$ cat src/rtl/mem_port_arbiter.sv
// mem_port_arbiter
//   Arbitrates a single shared memory port between a fetch requester
//   (read-only) and a data requester (read/write). One access at a time
//   moves through IDLE -> ACCESS -> RESP. Every output is registered.
//
//   Optional feature: define ARB_RR_EN for round-robin tie breaking.
//   Without it, data always wins a tie.
//
// Parameters
//   TIMEOUT  cycles allowed in ACCESS waiting for MemReady (1..255)
//   AW       address width (data width is fixed at 16)
//
// Ports
//   CLK, Reset                  clock, synchronous active-high reset
//   FReq, FAddr                 fetch request/address (held until FDone)
//   DReq, DWe, DAddr, DWData    data request/write-enable/address/wdata
//   FGnt, DGnt                  high while that requester owns the port
//   FDone, DDone                one-cycle completion pulse
//   FRData, DRData              last read data returned to each side
//   Err                         timeout flag, meaningful only with a Done
//   MemAddr, MemWData           shared port address/write data
//   MemRead, MemWrite           shared port strobes
//   MemRData, MemReady          memory response
module mem_port_arbiter #(
  parameter int TIMEOUT = 15,
  parameter int AW      = 16
) (
  input  logic          CLK,
  input  logic          Reset,
  input  logic          FReq,
  input  logic [AW-1:0] FAddr,
  input  logic          DReq,
  input  logic          DWe,
  input  logic [AW-1:0] DAddr,
  input  logic [15:0]   DWData,
  output logic          FGnt,
  output logic          DGnt,
  output logic          FDone,
  output logic          DDone,
  output logic [15:0]   FRData,
  output logic [15:0]   DRData,
  output logic          Err,
  output logic [AW-1:0] MemAddr,
  output logic [15:0]   MemWData,
  output logic          MemRead,
  output logic          MemWrite,
  input  logic [15:0]   MemRData,
  input  logic          MemReady
);

  typedef enum logic [1:0] {IDLE, ACCESS, RESP} state_t;

  state_t        state_q, state_d;
  logic [7:0]    wcnt_q, wcnt_d;
  logic [7:0]    wcnt_inc;
  logic          sel_data_q, sel_data_d;   // 1 = data side owns the access
  logic          we_q, we_d;
  logic          tie_to_data;
  logic          pick_data;

  logic          fgnt_d, dgnt_d, fdone_d, ddone_d, err_d, rd_d, wr_d;
  logic [15:0]   frdata_d, drdata_d, wdata_d;
  logic [AW-1:0] addr_d;

  assign wcnt_inc = wcnt_q + 8'd1;

`ifdef ARB_RR_EN
  // Remembers who was granted last; a tie goes to the other side.
  logic last_fetch_q, last_fetch_d;
  assign tie_to_data = last_fetch_q;
`else
  assign tie_to_data = 1'b1;
`endif

  assign pick_data = DReq & (~FReq | tie_to_data);

  always_comb begin
    state_d    = state_q;
    wcnt_d     = wcnt_q;
    sel_data_d = sel_data_q;
    we_d       = we_q;
    addr_d     = MemAddr;
    wdata_d    = MemWData;
    frdata_d   = FRData;
    drdata_d   = DRData;
    fgnt_d     = 1'b0;
    dgnt_d     = 1'b0;
    fdone_d    = 1'b0;
    ddone_d    = 1'b0;
    err_d      = 1'b0;
    rd_d       = 1'b0;
    wr_d       = 1'b0;
`ifdef ARB_RR_EN
    last_fetch_d = last_fetch_q;
`endif
    case (state_q)
      IDLE: begin
        if (FReq || DReq) begin
          // Owner's request fields are latched here; the port registers
          // themselves hold them for the whole access.
          sel_data_d = pick_data;
          we_d       = pick_data & DWe;
          addr_d     = pick_data ? DAddr : FAddr;
          if (pick_data) wdata_d = DWData;
          wcnt_d     = 8'd0;
          state_d    = ACCESS;
          fgnt_d     = ~pick_data;
          dgnt_d     = pick_data;
          rd_d       = ~(pick_data & DWe);
          wr_d       = pick_data & DWe;
`ifdef ARB_RR_EN
          last_fetch_d = ~pick_data;
`endif
        end
      end
      ACCESS: begin
        if (MemReady) begin
          state_d = RESP;
          fdone_d = ~sel_data_q;
          ddone_d = sel_data_q;
          if (!we_q) begin
            if (sel_data_q) drdata_d = MemRData;
            else            frdata_d = MemRData;
          end
        end else begin
          wcnt_d = wcnt_inc;
          if (wcnt_inc == 8'(TIMEOUT)) begin
            // Abort: complete with Err, read data left untouched.
            state_d = RESP;
            fdone_d = ~sel_data_q;
            ddone_d = sel_data_q;
            err_d   = 1'b1;
          end else begin
            fgnt_d = ~sel_data_q;
            dgnt_d = sel_data_q;
            rd_d   = ~we_q;
            wr_d   = we_q;
          end
        end
      end
      RESP: begin
        state_d = IDLE;
      end
      default: begin
        state_d = IDLE;
      end
    endcase
  end

  always_ff @(posedge CLK) begin
    if (Reset) begin
      state_q    <= IDLE;
      wcnt_q     <= 8'd0;
      sel_data_q <= 1'b0;
      we_q       <= 1'b0;
      FGnt       <= 1'b0;
      DGnt       <= 1'b0;
      FDone      <= 1'b0;
      DDone      <= 1'b0;
      Err        <= 1'b0;
      MemRead    <= 1'b0;
      MemWrite   <= 1'b0;
      FRData     <= 16'd0;
      DRData     <= 16'd0;
      MemAddr    <= '0;
      MemWData   <= 16'd0;
    end else begin
      state_q    <= state_d;
      wcnt_q     <= wcnt_d;
      sel_data_q <= sel_data_d;
      we_q       <= we_d;
      FGnt       <= fgnt_d;
      DGnt       <= dgnt_d;
      FDone      <= fdone_d;
      DDone      <= ddone_d;
      Err        <= err_d;
      MemRead    <= rd_d;
      MemWrite   <= wr_d;
      FRData     <= frdata_d;
      DRData     <= drdata_d;
      MemAddr    <= addr_d;
      MemWData   <= wdata_d;
    end
  end

`ifdef ARB_RR_EN
  // Reset leaves the pointer at "fetch served last" so data wins first tie.
  always_ff @(posedge CLK) begin
    if (Reset) last_fetch_q <= 1'b1;
    else       last_fetch_q <= last_fetch_d;
  end
`endif

endmodule

$ cat config.mk
export PLATFORM = sky130hd
export DESIGN_NAME = mem_port_arbiter
export DESIGN_NICKNAME = d
export VERILOG_FILES = /design/src/rtl/mem_port_arbiter.sv
export SDC_FILE = /design/constraint.sdc
export NUM_CORES = 1
export LEC_CHECK = 0
export BUFFER_PORTS_ARGS = -buffer_cell sky130_fd_sc_hd__buf_2
export CAP_MARGIN = 20
export CORE_ASPECT_RATIO = 0.8
export CORE_MARGIN = 4
export CORE_UTILIZATION = 30
export DETAILED_ROUTE_END_ITERATION = 16
export PLACE_DENSITY = 0.6
export SLEW_MARGIN = 5
export SYNTH_ARGS = -nofsm -noshare
export SYNTH_HDL_FRONTEND = slang
export SYNTH_SLANG_ARGS = --single-unit
export TNS_END_PERCENT = 10
$ cat constraint.sdc
create_clock -name CLK -period 1.5 [get_ports CLK]
set_input_delay 0.15 -clock CLK [delete_from_list [all_inputs] [get_ports CLK]]
set_output_delay 0.15 -clock CLK [all_outputs]
set_load 0.03 [all_outputs]
Word level (Yosys, flattened, before mapping)
Index checks and enable logic that the tools add are counted.
{"block": "op_classes", "n_addsub": 1, "eq_ne": 5, "mux": 29, "bitwise_logic": 6, "n_reduce_logical": 11}
{"op": "$mux W1", "n": 17}
{"op": "$mux W16", "n": 1}
{"op": "$mux W8", "n": 2}
{"op": "$pmux W8 S2", "n": 1}
{"op": "$add A8 B1 Y8 const B", "n": 1}
{"op": "$eq A8 B4 Y1 const B", "n": 1}
{"op": "$pmux W1 S2", "n": 4}
{"op": "$reduce_and A4 Y1", "n": 2}
{"op": "$mux W2", "n": 3}
{"op": "$reduce_and A3 Y1", "n": 2}
{"op": "$not A1 Y1", "n": 5}
{"op": "$ne A2 B2 Y1 const B", "n": 2}
{"op": "$pmux W2 S2", "n": 1}
{"op": "$reduce_and A2 Y1", "n": 2}
{"op": "$ne A3 B3 Y1 const B", "n": 1}
{"op": "$reduce_or A3 Y1", "n": 1}
{"op": "$eq A2 B1 Y1 const B", "n": 1}
{"op": "$logic_not A2 Y1", "n": 1}
{"op": "$reduce_bool A2 Y1", "n": 1}
{"op": "$reduce_or A2 Y1", "n": 1}
{"op": "$and A1 B1 Y1", "n": 1}
{"op": "$logic_or A1 B1 Y1", "n": 1}
{"block": "totals", "reg_bits": 83, "in_bits": 70, "out_inout_bits": 71}

Depth between registers and ports, before layout
Gate-level depths: netlist of run 1.
{"block": "depth", "word_depth": 5, "mapped_depth": 6, "ltp_nobuf": 6}

Worst setup path before layout of run 1
Ideal clock, no wire load.
{"block": "synth_path", "kind": "reg2reg", "from": "register wcnt_q[0]", "to": "register FGnt", "t_arrival_ns": 1.465, "t_required_ns": 1.360, "slack_ns": -0.105, "path_stages_with_launch": 7, "n_path_buf": 0, "synth_period_minus_slack_ns": 1.605, "path_cell_list": "dfxtp_1 ha_1 xnor2_1 nand4_1 a211o_1 o21ai_2 o32ai_1"}
{"block": "synth_via", "elab_chain_cells": 5}
{"element": "start: declaration", "line": "54", "text": "logic [7:0] wcnt_q, wcnt_d;"}
{"element": "start signal: assignment", "line": "169", "text": "wcnt_q <= wcnt_d;"}
{"element": "$add A8 B1 Y8", "line": "65", "text": "assign wcnt_inc = wcnt_q + 8'd1;"}
{"element": "$eq A8 B4 Y1", "line": "127", "text": "if (wcnt_inc == 8'(TIMEOUT)) begin"}
{"element": "$mux W1", "line": "127"}
{"element": "$mux W1", "line": "117", "text": "if (MemReady) begin"}
{"element": "$pmux W1 S2", "line": "96", "text": "case (state_q)"}
{"element": "end signal: assignment", "line": "172", "text": "FGnt <= fgnt_d;"}
{"element": "end: declaration", "line": "36", "text": "output logic FGnt,"}
Every way passes these cells.
A chain may end at the register's enable or synchronous reset.

Final worst setup path of run 1
{"block": "layout_path", "from": "register wcnt_q[0]", "to": "register DDone"}
{"block": "layout_via", "elab_chain_cells": 4}
{"element": "$add A8 B1 Y8", "line": "65"}
{"element": "$eq A8 B4 Y1", "line": "127"}
{"element": "$mux W1", "line": "127"}
{"element": "$mux W1", "line": "117"}
{"element": "end signal: assignment", "line": "175", "text": "DDone <= ddone_d;"}
{"element": "end: declaration", "line": "39", "text": "output logic DDone,"}
Every way passes these cells.

==> results.json, run 1 <==
{
  "postLayoutSetupSlackWorst_ps": -96.9,
  "die_x_um": 126,
  "final_nets": 580,
  "maxSlewHeadroom": 0.744,
  "layout-drive-gt1-share": 0.400,
  "total_leakage_power_nw": 2.25,
  "rsz0062_at_grt": "true",
  "worstRegToRegCells": 7,
  "fin_tns_setup_ps": -284,
  "hold_depth": 3,
  "via_count_of_the_first_global_routing_pass": 2881,
  "postSynthRegisterBits": 83,
  "number_of_clock_buffers_inserted_by_tritoncts": 9,
  "tritoncts": "yes",
  "globalRouteMet2Util": 0.202,
  "synth-seq-area-share": 0.499,
  "worstPathRequired_ps": 1760,
  "report.power.total_mw": 5.42,
  "postSynth.asyncResetShare": 0,
  "hold_fix_buffers_cts": 0,
  "num_vias": 3061,
  "hold_wc_path_type": "primary input to flip-flop",
  "drc_errors": 0,
  "synth_top_flop_cell": "dfxtp_1",
  "route.detailed.vias_per_inst": 4.67,
  "synth_edf_count": 0,
  "worst_ir_drop_vdd_mv": 0.587,
  "finalHoldViolCount": 0,
  "grt_antenna_before_repair": 0,
  "dr.pass1.iters": 4,
  "drt.antenna.violating_nets": 0,
  "crit_arrival_ps": 1850,
  "n_fill_cell": 1056,
  "cap_viol_max_count": 0,
  "period_utilization_post_route": 1.06,
  "power.internal_mw": 3.92,
  "power_density_mw_per_mm2": 1160,
  "initial_utilization": 0.307,
  "globalplace.congestion": 0.861,
  "yosysWarnings": 0,
  "max_slew.worst_pin.slew_ps": 380,
  "violations_in_the_final_reports": "setup timing",
  "timing_max_transition_violations_final": 0,
  "wirelength_um": 9050,
  "die_height_um": 102,
  "post_synth_num_cell_types": 43,
  "max_freq_mhz": 626,
  "syn_nets": 429,
  "ctsHtreeMaxLevel": 3,
  "final_setup_violation_count": 7,
  "floorplan.rows": 34,
  "max-clock-path-buffers": 2,
  "swShare": 0.277,
  "setup.worst_path.class": "flip-flop to flip-flop",
  "crit_fanout": 5,
  "p_comb_frac": 0.169,
  "final.min_clock_period_ps": 1600,
  "globalRouteMet3Util": 0.0731,
  "drt-wirelength-per-cell_um": 13.8,
  "worst_clock_skew_ps": 9.08,
  "grt_overflow_total": 0,
  "grt_start_max_net_pins": 38,
  "grt_pass1_wl_um": 14200,
  "synthesis.area_mm2": 0.00333,
  "synthesized_area_per_cell_um2": 9.33,
  "globalRoute.busiestLayer": "met2",
  "post_synth_inst_count": 357,
  "die_area_mm2": 0.0129,
  "io_pins": 141,
  "detailedRoute.firstIterationViolations": 99,
  "core_region_area_mm2": 0.0108,
  "antenna_cells_inserted": 0,
  "cts_num_sinks": 83,
  "power.share.sequential": 0.442,
  "grt_usage": 0.137,
  "switchingPower_mw": 1.50,
  "numPortBuffers": 140,
  "clkTransAtPathRegs_ps": 60,
  "setup.worst_path.end_class": "flip-flop",
  "hold_ws_ps": 53.5,
  "clock_insertion_delay_worst_skew_ps": 340,
  "ctsRootBufferMaster": "clkbuf_16",
  "status": "finished with violations",
  "grtUsageMet1": 0.176,
  "cp-start-kind": "flip-flop",
  "dp.final_hpwl_um": 6570,
  "power.share.clock": 0.389,
  "layout-area-overhead-vs-synth_pct": 40.7
}
==> final cells by class <==
class	count	area [um2]	share of cell area
Clock buffer	12	268	0.0571
Clock inverter	3	21.3	0.00454
Inverter	3	11.3	0.00240
Multi-Input combinational cell	246	1620	0.346
Sequential cell	83	1670	0.356
Tap cell	144	180	0.0385
Timing Repair Buffer	165	913	0.195
==> power groups by stage <==
stage               combinational (mW)  sequential [mW]  clock, mW
finish                           0.916             2.40       2.11
global route                     0.999             2.41       2.27
CTS                              0.902             2.39       2.19
detailed placement               0.899             2.44          0
global placement                 0.887             2.44          0
floorplan                        0.346             2.66          0
==> layout by cell type (no fill, tap or decap), types with 3 or more instances in the layout <==
| cell | n |
|---|---|
| a21oi_1 | 25 |
| nand2_1 | 37 |
| buf_2 | 140 |
| nand3_1 | 3 |
| dfxtp_1 | 80 |
| nor2_1 | 64 |
| buf_4 | 23 |
| o21ai_1 | 6 |
| clkbuf_16 | 10 |
| inv_1 | 3 |
| mux2i_1 | 48 |
| a211oi_1 | 17 |
==> synthesized netlist by cell type (all sizes together), types with 2 or more instances <==
| master | n | area, um2 |
|---|---|---|
| buf | 11 | 66.3 |
| a311oi | 2 | 17.5 |
| xnor2 | 2 | 25.0 |
| ha | 2 | 25.0 |
| a211oi | 18 | 140 |
| nor2 | 66 | 253 |
| nand3 | 4 | 20.0 |
| a21oi | 26 | 134 |
| nand2b | 3 | 18.8 |
| and4 | 3 | 28.8 |
| nand4 | 3 | 25.0 |
| a211o | 2 | 17.5 |
| and2 | 2 | 12.5 |
| clkbuf | 15 | 56.3 |
| nor3 | 2 | 10.0 |
| nand3b | 2 | 15.0 |
| nand2 | 38 | 143 |
| inv | 3 | 11.3 |
| mux2i | 48 | 480 |
| dfxtp | 83 | 1660 |
| o21ai | 9 | 48.8 |
| xor2 | 3 | 33.8 |
==> worst paths after layout <==
check / slack, ps / from / end
worst max-delay path: -100 / wcnt_q[0] / DDone
worst min-delay path: 50 / DWData[8] / MemWData[8]
worst min register to register: 450 / MemWData[8] / MemWData[8]
worst max register to register: -100 / wcnt_q[0] / DDone
==> through the flow <==
step / util / worst slack (ps) / cell area [um2] / instances
after CTS: 0.426 / -46.3 / 4620 / 653
after floorplan: - / -18.7 / 3350 / 357
after detailed placement: 0.397 / -48.4 / 4310 / 638
after global routing: 0.432 / -154 / 4690 / 656
final: 0.432 / -96.9 / 4690 / 656
after global placement: 0.397 / -24.0 / 4310 / 638
==> logic make-up after synthesis <==
family | count (synthesis) | synth area share
buffers and inverters | 29 | 0.0402
AND/OR/NAND/NOR | 127 | 0.170
flip-flops | 83 | 0.499
multiplexers | 48 | 0.144
XOR/XNOR | 5 | 0.0177
AO/OA/AOI/OAI | 63 | 0.121
adder cells (fa/ha/maj) | 2 | 0.00751
==> critical path, cell delays in order (launching register included) <==
cell      delay [ps]
dfxtp_4          380
ha_4             160
xor2_1           150
nand3b_1         120
buf_4            170
a211oi_4         250
a21oi_2          110
nor3b_2          180
==> repair_timing <==
| action | 4_1_cts | 5_1_grt |
|---|---|---|
| pin swaps | 7 | 2 |
| resized for setup | 4 | 12 |
| buffers inserted | 0 | 2 |
| setup endpoints to repair | 9 | 49 |
| gates cloned | 0 | 1 |
==> registers in the layout, summed over array words and instances (netlist names) <==
signal      count
DDone           1
MemRead         1
FGnt            1
DRData         16
state_q         2
MemAddr        16
sel_data_q      1
we_q            1
FRData         16
MemWrite        1
wcnt_q          8
DGnt            1
FDone           1
Err             1
MemWData       16
==> metal layers <==
layer  part of all wire  routed length [um]
met1               0.46                4170
met2               0.41                3670
met3               0.12                1120
met4             0.0093                  84
met5                  0                   0
Power figures use the tool's default switching activity.
==> run 2: changes to the inputs <==
Settings changed: ABC_AREA set to 1, CELL_PAD_IN_SITES_DETAIL_PLACEMENT set to 0, CELL_PAD_IN_SITES_GLOBAL_PLACEMENT set to 1, PLACE_DENSITY 0.6 to 0.8.
==> run 2 against run 1 <==
Net effect: the flow now finishes without violations; sequential share of layout area up 0.90 points; sequential power increased by 3%; power rose by 8.1%; final cell count up 10%; synthesized cell count rose by 22%; utilization shrank 1.3 points; non-clock buffer count fell by 15; first-iteration DRC count is 34% higher; flip-flop and latch count unchanged; largest cell class unchanged; critical endpoint unchanged; global-route usage up 0.19 points; combinational power is 18% higher.
==> results.json, run 2 <==
{
  "leading_cell_type_in_the_layout_fill_and_taps_excluded": "buf_2",
  "post-synth-top-area-fraction": 0.495,
  "post_synth_inst_count": 437,
  "synth-seq-area-share": 0.495,
  "clock_insertion_delay_worst_skew_ps": 330,
  "slowest_stage": "dfxtp_2",
  "final_nets": 647,
  "max_freq_mhz": 700,
  "status": "complete, no violations",
  "cap_viol_max_count": 0,
  "crit_arrival_ps": 1690,
  "total_leakage_power_nw": 2.11,
  "postSynth.asyncResetShare": 0,
  "yosys-top-cells-count": "115 x nor2_1, 83 x dfxtp_1, 47 x a21oi_1, 38 x o21ai_0",
  "rsz0062_at_grt": "true",
  "numPortBuffers": 140,
  "worst_reg_to_reg_setup_slack_ps": 70,
  "core_region_area_mm2": 0.0109,
  "grt_overflow_total": 0,
  "timing.rr.end": "DDone",
  "min_delay_worst_endpoint": "MemWData[7]",
  "drc_errors": 0,
  "dr.pass1.iters": 4,
  "grt_antenna_before_repair": 0,
  "detailedRoute.firstIterationViolations": 133,
  "drt.antenna.violating_nets": 0,
  "most_common_cell_in_the_synthesized_netlist": "nor2_1",
  "yosysWarnings": 0,
  "postSynthRegisterBits": 83,
  "worstRegToRegCells": 10,
  "final.min_clock_period_ps": 1430,
  "syn_nets": 509,
  "route.detailed.vias_per_inst": 4.49,
  "dp_worst_setup_slack_ps": 2.01,
  "setup.worst_path.end_class": "flip-flop",
  "reg2reg_from": "wcnt_q[0]",
  "grt_usage": 0.139,
  "critical-path-top-delay-family": "simple AND/OR/NAND/NOR gates",
  "num_vias": 3251,
  "worst_ir_drop_vdd_mv": 0.458,
  "number_of_clock_buffers_inserted_by_tritoncts": 9,
  "hold_depth": 3,
  "ctsHtreeMaxLevel": 3,
  "period_utilization_post_route": 0.953,
  "cp.buffers_inverters": 1,
  "timing.hold.worst.start": "DWData[7]",
  "synth_edf_count": 0,
  "grt_pass1_wl_um": 14700,
  "cp_cell_sequence": "ha_4 -> nand2_2 -> inv_1 -> nor2_2 -> nand3_1 -> nor2_2 -> nand3_4 -> nand2_4 -> nand3_4 -> nor2_2",
  "dp.final_hpwl_um": 6450,
  "setup.worst_path.class": "flip-flop to flip-flop",
  "post_synth_num_cell_types": 28,
  "die_area_mm2": 0.0130,
  "wirelength_um": 8860,
  "via_count_of_the_first_global_routing_pass": 3076,
  "worst_setup_path_startpoint": "wcnt_q[0]",
  "clkTransAtPathRegs_ps": 70,
  "synthesized_area_per_cell_um2": 7.68,
  "layout-area-overhead-vs-synth_pct": 35.9,
  "synth_top_flop_cell": "dfxtp_1",
  "power_density_mw_per_mm2": 1280,
  "drt-wirelength-per-cell_um": 12.2,
  "max_slew.worst_pin.slew_ps": 309,
  "final_setup_violation_count": 0,
  "crit_fanout": 6,
  "initial_utilization": 0.308,
  "die_x_um": 126,
  "ctsRootBufferMaster": "clkbuf_16",
  "hold_wc_path_type": "primary input to flip-flop",
  "critical-path-top-cell-by-count": "nor2_2",
  "io_pins": 141,
  "max-clock-path-buffers": 2,
  "synthesis.area_mm2": 0.00336,
  "tritoncts": "yes",
  "synth.largest_area_cell": "dfxtp_1",
  "worstPathRequired_ps": 1760,
  "mostFrequentLayoutCells": "140 x buf_2, 115 x nor2_1, 78 x dfxtp_1",
  "grt_start_max_net_pins": 67,
  "finalHoldViolCount": 0,
  "final_core_utilization": 0.419,
  "hold_fix_buffers_cts": 0,
  "postLayoutSetupSlackWorst_ps": 70.7,
  "n_fill_cell": 1160,
  "cp-start-kind": "flip-flop",
  "synth_area_leaders": "dfxtp_1 49%, nor2_1 13%, a21oi_1 7.0%",
  "cts_num_sinks": 83,
  "timing_max_transition_violations_final": 0,
  "globalplace.congestion": 0.838,
  "maxSlewHeadroom": 0.794,
  "floorplan.rows": 34,
  "cp_slowest_stage_delay_ps": 340,
  "worst_clock_skew_ps": 9.38,
  "antenna_cells_inserted": 0,
  "layout-drive-gt1-share": 0.341,
  "die_height_um": 103
}
run 2: cells by family (layout without fill, tap and decap cells):
family	Yosys count	after routing	share of synthesized area
AOI/OAI and AO/OA	115	115	0.173
adders and majority gates	2	2	0.00745
buffers and inverters	57	200	0.0734
DFF	83	83	0.495
and+or+nand+nor	180	180	0.251
run 2: metrics by stage:
| step | hold slack [ps] | cells | power, mW | area [um2] | TNS [ps] |
|---|---|---|---|---|---|
| global placement | 387 | 708 | 3.58 | 4230 | 0 |
| global route | 75.8 | 724 | 6.15 | 4560 | -121 |
| detailed placement | 396 | 708 | 3.60 | 4230 | 0 |
| CTS | 44.3 | 724 | 5.96 | 4550 | 0 |
| finish | 59.2 | 724 | 5.86 | 4560 | 0 |
| floorplan | 299 | 437 | 3.22 | 3360 | 0 |
run 2: what timing repair did:
item	4_1_cts	5_1_grt
cloned	0	0
pin swaps	0	1
setup buffers	0	0
endpoints found under the setup margin	2	9
gates resized for setup	1	6
run 2: area by class of cell:
| class | count | area [um2] | share of cell area |
|---|---|---|---|
| clock buffers | 12 | 236 | 0.0518 |
| clock inverters | 4 | 75.1 | 0.0165 |
| inverters | 34 | 128 | 0.0280 |
| multi-input cells | 297 | 1460 | 0.321 |
| flip-flops and latches | 83 | 1670 | 0.366 |
| well taps | 144 | 180 | 0.0395 |
| repair buffers | 150 | 813 | 0.178 |
run 2: layer usage:
| layer | GRT usage | wire length, um |
|---|---|---|
| met1 | 0.180 | 4210 |
| met2 | 0.215 | 3740 |
| met3 | 0.0482 | 780 |
| met4 | 0.0519 | 119 |
| met5 | 0 | 0 |
run 2: how the worst max path moves through the flow:
stage          slack [ps]  cells after the start  endpoint
6_report               70                     10     DDone
5_1_grt               -40                     10     FDone
4_1_cts                 4                      9     DDone
3_5_place_dp            2                     10     DDone
3_3_place_gp           50                      9     DDone
2_1_floorplan         100                      9     DDone
run 2: worst min-delay path, stage by stage:
cell and delay [ps]:
buf_2 80, o21ai_1 50, nor2_1 70
run 2: report_power, final:
group	switching, mW	internal [mW]
combinational	0.723	0.354
sequential	0.0888	2.37
clock	0.864	1.46
total	1.68	4.19
==> run 3: changes to the inputs <==
Settings changed: BUFFER_PORTS_ARGS -buffer_cell sky130_fd_sc_hd__buf_2 to unset, DONT_BUFFER_PORTS set to 1, PLACE_DENSITY 0.8 to 0.64.
==> run 3 against run 2 <==
Net effect: flip-flop and latch count unchanged; final area decreased by 6.5%; via count is 11% lower; largest cell class unchanged; routed wire length increased by 1.3%; sequential power increased by 14%; global-route usage barely moved; clock-buffer cell count stayed put; utilization down 2.7 points; clock skew fell by 2.2 ps.
==> results.json, run 3 (synthesis results as in run 2) <==
{
  "setup.worst_path.class": "flip-flop to flip-flop",
  "grt_overflow_total": 0,
  "period_utilization_post_route": 0.958,
  "cp.buffers_inverters": 1,
  "timing_max_transition_violations_final": 0,
  "cp_slowest_stage_delay_ps": 340,
  "max-clock-path-buffers": 2,
  "worst_reg_to_reg_setup_slack_ps": 60,
  "switchingPower_mw": 1.62,
  "timing.rr.end": "FDone",
  "dpl_cell_area_mm2": 0.00354,
  "number_of_clock_buffers_inserted_by_tritoncts": 9,
  "antenna_cells_inserted": 0,
  "total_leakage_power_nw": 1.64,
  "die_area_mm2": 0.0130,
  "hold_wc_path_type": "primary input to flip-flop",
  "dr.pass1.iters": 4,
  "power.share.sequential": 0.496,
  "drc_errors": 0,
  "fin_tns_setup_ps": 0,
  "mostFrequentLayoutCells": "115 x nor2_1, 79 x dfxtp_1, 47 x a21oi_1",
  "status": "complete, no violations",
  "grt_start_max_net_pins": 67,
  "route.detailed.vias_per_inst": 4.63,
  "cap_viol_max_count": 0,
  "via_count_of_the_first_global_routing_pass": 2783,
  "ctsRootBufferMaster": "clkbuf_16",
  "setup.worst_path.end": "FDone",
  "cp_cell_sequence": "ha_4 -> nand2_2 -> inv_1 -> nor2_2 -> nand3_2 -> nor2_4 -> nand3_4 -> nand2_4 -> nand3_4 -> nor2_2",
  "setup.worst_path.end_class": "flip-flop",
  "die_x_um": 126,
  "slowest_stage": "dfxtp_2",
  "ctsHtreeMaxLevel": 3,
  "dp_worst_setup_slack_ps": -17.4,
  "dp.final_hpwl_um": 6280,
  "wirelength_um": 8970,
  "final_cells": 622,
  "layout-drive-gt1-share": 0.130,
  "die_height_um": 103,
  "ff_latch_area_mm2": 0.00167,
  "critical-path-top-delay-family": "simple AND/OR/NAND/NOR gates",
  "maxSlewHeadroom": 0.588,
  "crit_fanout": 6,
  "clock_insertion_delay_worst_skew_ps": 330,
  "numPortBuffers": 0,
  "globalplace.congestion": 0.813,
  "worstPathRequired_ps": 1770,
  "rsz0062_at_grt": "true",
  "power.internal_mw": 4.02,
  "grt_antenna_before_repair": 0,
  "cp.depth": 10,
  "leading_cell_type_in_the_layout_fill_and_taps_excluded": "nor2_1",
  "max_freq_mhz": 696,
  "final.min_clock_period_ps": 1440,
  "crit_arrival_ps": 1710,
  "worst_setup_path_startpoint": "wcnt_q[0]",
  "drt-wirelength-per-cell_um": 14.4,
  "cts_setup_buffers": 0,
  "max_slew.worst_pin.slew_ps": 616,
  "core_region_area_mm2": 0.0109,
  "clkTransAtPathRegs_ps": 60,
  "finalHoldViolCount": 0,
  "grt_pass1_wl_um": 14300,
  "drt.antenna.violating_nets": 0,
  "power.share.clock": 0.396,
  "worst_clock_skew_ps": 7.22,
  "detailedRoute.firstIterationViolations": 113,
  "n_fill_cell": 1151,
  "placed_cells_incl_taps": 569,
  "layout-area-overhead-vs-synth_pct": 27.1,
  "io_pins": 141,
  "final_nets": 545,
  "power_density_mw_per_mm2": 1320,
  "floorplan.rows": 34,
  "tritoncts": "yes",
  "final_cell_area_mm2": 0.00427,
  "swShare": 0.287,
  "worstRegToRegCells": 10,
  "reg2reg_from": "wcnt_q[0]",
  "initial_utilization": 0.308,
  "postLayoutSetupSlackWorst_ps": 63.3,
  "p_comb_frac": 0.108,
  "final_core_utilization": 0.392,
  "multi_input_comb_area_mm2": 0.00149,
  "final_setup_violation_count": 0,
  "num_vias": 2879,
  "worst_ir_drop_vdd_mv": 0.526,
  "cp-start-kind": "flip-flop",
  "cts_num_sinks": 83,
  "grt_usage": 0.138
}
[run 3: cell types whose count changed in the layout (fill, tap and decap cells not counted), moves of 2 or more]
cell           before  now
nor2_4              4    7
clkinvlp_4          2    0
clkbuf_8            0    2
buf_2             140    0
inv_2               7    5
dlygate4sd3_1       0   37
clkinv_2            0    3
clkbuf_1            3    1
nor2_2              7    4
buf_6               0    2
[run 3: power by group through the flow]
stage | logic, mW | clock network, mW | registers (mW)
2_1_floorplan | 0.415 | 0 | 2.80
3_3_place_gp | 0.506 | 0 | 2.85
3_5_place_dp | 0.521 | 0 | 2.85
4_1_cts | 0.612 | 2.32 | 2.80
5_1_grt | 0.697 | 2.41 | 2.82
6_report | 0.610 | 2.23 | 2.80
[run 3: how the worst min path moves through the flow]
stage / start / endpoint / slack, ps / depth (start not counted)
after global placement: Reset / FGnt / 220 / 1
after CTS: DAddr[9] / MemAddr[9] / 5 / 2
final: DAddr[12] / MemAddr[12] / 20 / 2
after detailed placement: Reset / DGnt / 220 / 1
after floorplan: MemRData[10] / DRData[10] / 300 / 2
after global routing: DReq / MemAddr[11] / 10 / 2
[run 3: area by class of cell]
| type | instances | area share |
|---|---|---|
| clock inverter | 4 | 0.0114 |
| inverter | 34 | 0.0308 |
| tap | 144 | 0.0422 |
| sequential | 83 | 0.391 |
| timing repair buffer | 48 | 0.117 |
| multi-input combinational | 297 | 0.348 |
| clock buffer | 12 | 0.0601 |
[run 3: what timing repair did]
item	4_1_cts	5_1_grt
hold buffers	37	0
resized for setup	2	15
endpoints found under the setup margin	2	37
pin swaps	2	7
endpoints found under the hold margin	63	0
[run 3: stage by stage]
stage	power [mW]	hold WS, ps
detailed placement	3.37	223
finish	5.64	20.9
floorplan	3.22	299
CTS	5.74	4.91
global placement	3.35	222
global route	5.92	14.2
[run 3: metal layers]
metal,track usage,wire length (um),vias up
met5,0,0,-
met4,0.0495,104,0
met3,0.0564,743,8
met2,0.219,4090,91
met1,0.172,4030,1292
li1,-,-,1488
